===== config.mk =====
export PLATFORM = sky130hd
export DESIGN_NAME = dff_pipe
export DESIGN_NICKNAME = d
export VERILOG_FILES = /design/src/rtl/dff_pipe.sv
export SDC_FILE = /design/constraint.sdc
export NUM_CORES = 1
export LEC_CHECK = 0
export ABC_AREA = 1
export BUFFER_PORTS_ARGS = -buffer_cell sky130_fd_sc_hd__buf_4
export CORE_ASPECT_RATIO = 1.4
export CORE_UTILIZATION = 56
export DETAILED_ROUTE_END_ITERATION = 7
export PLACE_DENSITY = 0.89
export SLEW_MARGIN = 20
export SYNTH_ARGS = -nofsm -noshare
export SYNTH_HDL_FRONTEND = slang
export SYNTH_SLANG_ARGS = --single-unit
export TNS_END_PERCENT = 5

===== constraint.sdc =====
create_clock -name clk -period 2.4 [get_ports clk]
set_clock_uncertainty 0.15 [all_clocks]
set_input_delay 0.24 -clock clk [delete_from_list [all_inputs] [get_ports clk]]
set_output_delay 0.24 -clock clk [all_outputs]
set_load 0.03 [all_outputs]

===== src/rtl/dff_pipe.sv =====
// Elastic WIDTH-bit register pipeline of DEPTH stages with valid/ready flow control,
// bubble collapsing, synchronous flush and a running occupancy count.
module dff_pipe #(
    parameter int              WIDTH   = 8,
    parameter int              DEPTH   = 4,
    parameter logic [WIDTH-1:0] RST_VAL = '0
) (
    input  logic                       clk,
    input  logic                       rst_n,
    input  logic                       in_valid,
    output logic                       in_ready,
    input  logic [WIDTH-1:0]           in_data,
    output logic                       out_valid,
    input  logic                       out_ready,
    output logic [WIDTH-1:0]           out_data,
    input  logic                       flush,
    output logic [$clog2(DEPTH+1)-1:0] occupancy
);

    localparam int OCC_W = $clog2(DEPTH + 1);

    // Handshake: a word moves across a port on a rising edge where valid and
    // ready are both high; in_ready may depend combinationally on out_ready.
    logic [DEPTH-1:0] valid_q, valid_d;
    logic [WIDTH-1:0] data_q [DEPTH];
    logic [WIDTH-1:0] data_d [DEPTH];
    logic [DEPTH-1:0] adv;
    logic [OCC_W-1:0] occ_q, occ_d;
    logic             in_hs;
    logic             out_hs;

    // Advance chain is built last stage first; an empty stage always absorbs.
    always_comb begin
        logic run;
        run = out_ready;
        adv = '0;
        for (int i = DEPTH - 1; i >= 0; i--) begin
            run    = !valid_q[i] || run;
            adv[i] = run;
        end
    end

    assign in_ready  = adv[0];
    assign in_hs     = in_valid && adv[0];
    assign out_valid = valid_q[DEPTH-1];
    assign out_hs    = valid_q[DEPTH-1] && out_ready;
    assign out_data  = data_q[DEPTH-1];
    assign occupancy = occ_q;

    always_comb begin
        valid_d = valid_q;
        for (int i = 0; i < DEPTH; i++) begin
            data_d[i] = data_q[i];
        end

        if (adv[0]) begin
            valid_d[0] = in_hs;
            if (in_hs) begin
                data_d[0] = in_data;
            end
        end

        // Data only loads behind a valid word so bubbles never toggle the datapath.
        for (int i = 1; i < DEPTH; i++) begin
            if (adv[i]) begin
                valid_d[i] = valid_q[i-1];
                if (valid_q[i-1]) begin
                    data_d[i] = data_q[i-1];
                end
            end
        end

        occ_d = occ_q + OCC_W'(in_hs) - OCC_W'(out_hs);

        if (flush) begin
            valid_d = '0;
            occ_d   = '0;
            for (int i = 0; i < DEPTH; i++) begin
                data_d[i] = RST_VAL;
            end
        end
    end

    always_ff @(posedge clk or negedge rst_n) begin
        if (!rst_n) begin
            valid_q <= '0;
            occ_q   <= '0;
            for (int i = 0; i < DEPTH; i++) begin
                data_q[i] <= RST_VAL;
            end
        end else begin
            valid_q <= valid_d;
            occ_q   <= occ_d;
            for (int i = 0; i < DEPTH; i++) begin
                data_q[i] <= data_d[i];
            end
        end
    end

endmodule


==> flow_summary.yaml <==
clock_tree:
  htreeDepth: 2
  clockRootBuffer: "clkbuf_8"
  clk_latency_ps: 290
  clk_pin_slew_ps: 70
  cts_tree: "done"
  cts_hold_buf: 1
  postCtsResizedCells: 0
  cts_setup_buffers: 0
  numCtsBuffers: 5
  clock-sinks: 39
  clockBufferDepth: 2
sta:
  hold_viol: 0
  whs_ps: 48.90
  fin_ws_ps: 312.2
  fmax_mhz: 479.0
  drv_slew: 0
  rsz0062_at_grt: "no"
  finalSetupViolCount: 0
  tns_ps: 0
  fin_crit_ps: 2088
  slew_headroom_pct: 68.86
  finalCritPeriodShare_pct: 86.99
  tightest_slew_ps: 467.1
final_layout:
  layout_common_cells: "nand2_1 (39), dfrtp_1 (39), inv_1 (31), buf_4 (27), nor2_1 (11)"
  multiInputGateArea_um2: 579.3
  seq_area_um2: 975.9
  layout-drive-gt1-share_pct: 22.90
  layout.nets: 228
  antennaDiodeCount: 0
  fillers: 230
  area_growth_pct: 12.58
  fin_area_um2: 2016
  utilization_pct: 68.00
  instances_no_fill: 251
run_status:
  outcome: "finished, final reports clean"
yosys:
  synth_edf_count: 0
  ys_types: 24
  synth_ff_type: "dfrtp_1"
  ys_seq_area_share_pct: 54.51
  yosys_warnings: 0
  async_reset_ff_share_pct: 100.0
  synth_cells: 195
  synth-seq-cells: 39
  syn-num-nets: 210
  syn_area_um2: 1790
  synth.avg_cell_area_um2: 9.182
floorplanning:
  initial_utilization_pct: 60.41
  core_area_um2: 2964
  die_x_um: 49.79
  fp-row-count: 23
  die_h_um: 68.91
  dieArea_um2: 3431
  io_pins: 26
critical_path:
  critPathTopFamily: "simple AND/OR/NAND/NOR gates"
  critPathArrivalTime_ps: 2120
  cp_max_fo: 10
  start_kind: "flop"
  slowest_delay_ps: 380
  worstPathCellList: "inv_1, nor2_4, nand4_2, nand2_2, nand2_1, nand2_1, ha_1, inv_1, fa_1, xor2_1, nor2_1"
  worst-path-buf-inv: 2
  crit_slowest_cell: "dfrtp_1"
  required_ps: 2430
  crit_path_end_kind: "flop"
  path_class: "reg -> reg"
routing:
  ant_nets: 0
  vias_per_cell: 5.008
  vias: 1257
  drt_iter0_drc: 36
  routed_wl_mm: 2.843
  wl_per_cell_um: 11.33
  first_pass_iters: 4
  drc: 0
place:
  dp_hpwl_mm: 1.961
  port_buffers: 25
  placed_cell_area_um2: 1924
  gp_congestion: 0.7299
  dp_cells: 242
  pre_cts_ws_ps: 316.8
global_route:
  antenna_found_initial: 0
  grt_first_pass_wirelength_mm: 5.078
  grt_max_degree: 40
  grt_usage_pct: 20.62
  grt_pass1_vias: 1199
  gr-total-overflow: 0
pwr:
  leakage_nw: 0.9731
  finalPower_mw: 1.237
  irDropWorstVdd_mv: 0.4758
  powerDensity_nw_per_um2: 613.7
job:
  max_cap_violations: 0
min_path:
  hp-class: "in -> reg"
-- flip-flops by register name (all words and copies together), names as in the netlist --
signal     cells
occupancy      3
data_q        24
out_data       8
valid_q        4
-- worst reg2reg max path, cell delays in order (launching register included) --
cell	delay, ps
dfrtp_1	380
inv_1	80
nor2_4	140
nand4_2	120
nand2_2	180
nand2_1	90
nand2_1	70
ha_1	130
inv_1	50
fa_1	380
xor2_1	160
nor2_1	50
-- worst paths after layout --
check	cells past startpoint	end	from	slack [ps]
setup / recovery	11	occupancy[2]$_DFF_PN0_	valid_q[3]$_DFFE_PN0P_	310
hold / removal	3	data_q[29]$_DFFE_PN0P_	in_data[5]	50
setup reg to reg	11	occupancy[2]$_DFF_PN0_	valid_q[3]$_DFFE_PN0P_	310
hold reg to reg	2	data_q[24]$_DFFE_PN0P_	data_q[24]$_DFFE_PN0P_	350
max in group asynchronous	2	data_q[15]$_DFFE_PN0P_	rst_n	1480
min in group asynchronous	2	occupancy[0]$_DFF_PN0_	rst_n	290
-- layout make-up --
cell class | instances | area share [%]
flip-flops and latches | 39 | 48.42
multi-input cells | 107 | 28.74
repair buffers | 28 | 10.55
inverters | 32 | 5.959
clock buffers | 7 | 3.786
well taps | 37 | 2.297
clock inverters | 1 | 0.2483
-- layer usage --
metal	global-route usage, %	wire length (µm)	share of wire, %
met1	22.51	1197	42
met2	34.97	1422	50
met3	7.675	145	5.1
met4	11.07	77	2.7
met5	0	0	0
-- report_power, final --
| part | switching, mW | internal [mW] |
|---|---|---|
| Combinational | 0.0833 | 0.0489 |
| Clock | 0.208 | 0.203 |
| Sequential | 0.0138 | 0.680 |
| Total | 0.305 | 0.932 |
-- cells by family (layout without fill, tap and decap cells) --
family                   count (synthesis)  in the layout  synth area share (%)
AO/OA/AOI/OAI                           29             29                 10.55
XOR/XNOR                                 2              2                0.9785
buffers and inverters                   49             68                 13.14
AND/OR/NAND/NOR                         74             74                 19.01
adder cells (fa/ha/maj)                  2              2                 1.817
flip-flops                              39             39                 54.51
-- cell usage after synthesis (3+ instances only) --
| cell | count | area, µm² |
|---|---|---|
| nand2_2 | 3 | 18.77 |
| buf_2 | 5 | 25.02 |
| o21ai_0 | 8 | 40.04 |
| o22ai_1 | 8 | 50.05 |
| nand3_1 | 10 | 50.05 |
| buf_4 | 10 | 75.07 |
| nand4_1 | 8 | 50.05 |
| o21ai_2 | 9 | 78.83 |
| nor2_1 | 11 | 41.29 |
| dfrtp_1 | 39 | 975.9 |
| nand2_1 | 39 | 146.4 |
| inv_1 | 31 | 116.4 |
(Power assumes the default switching activity.)
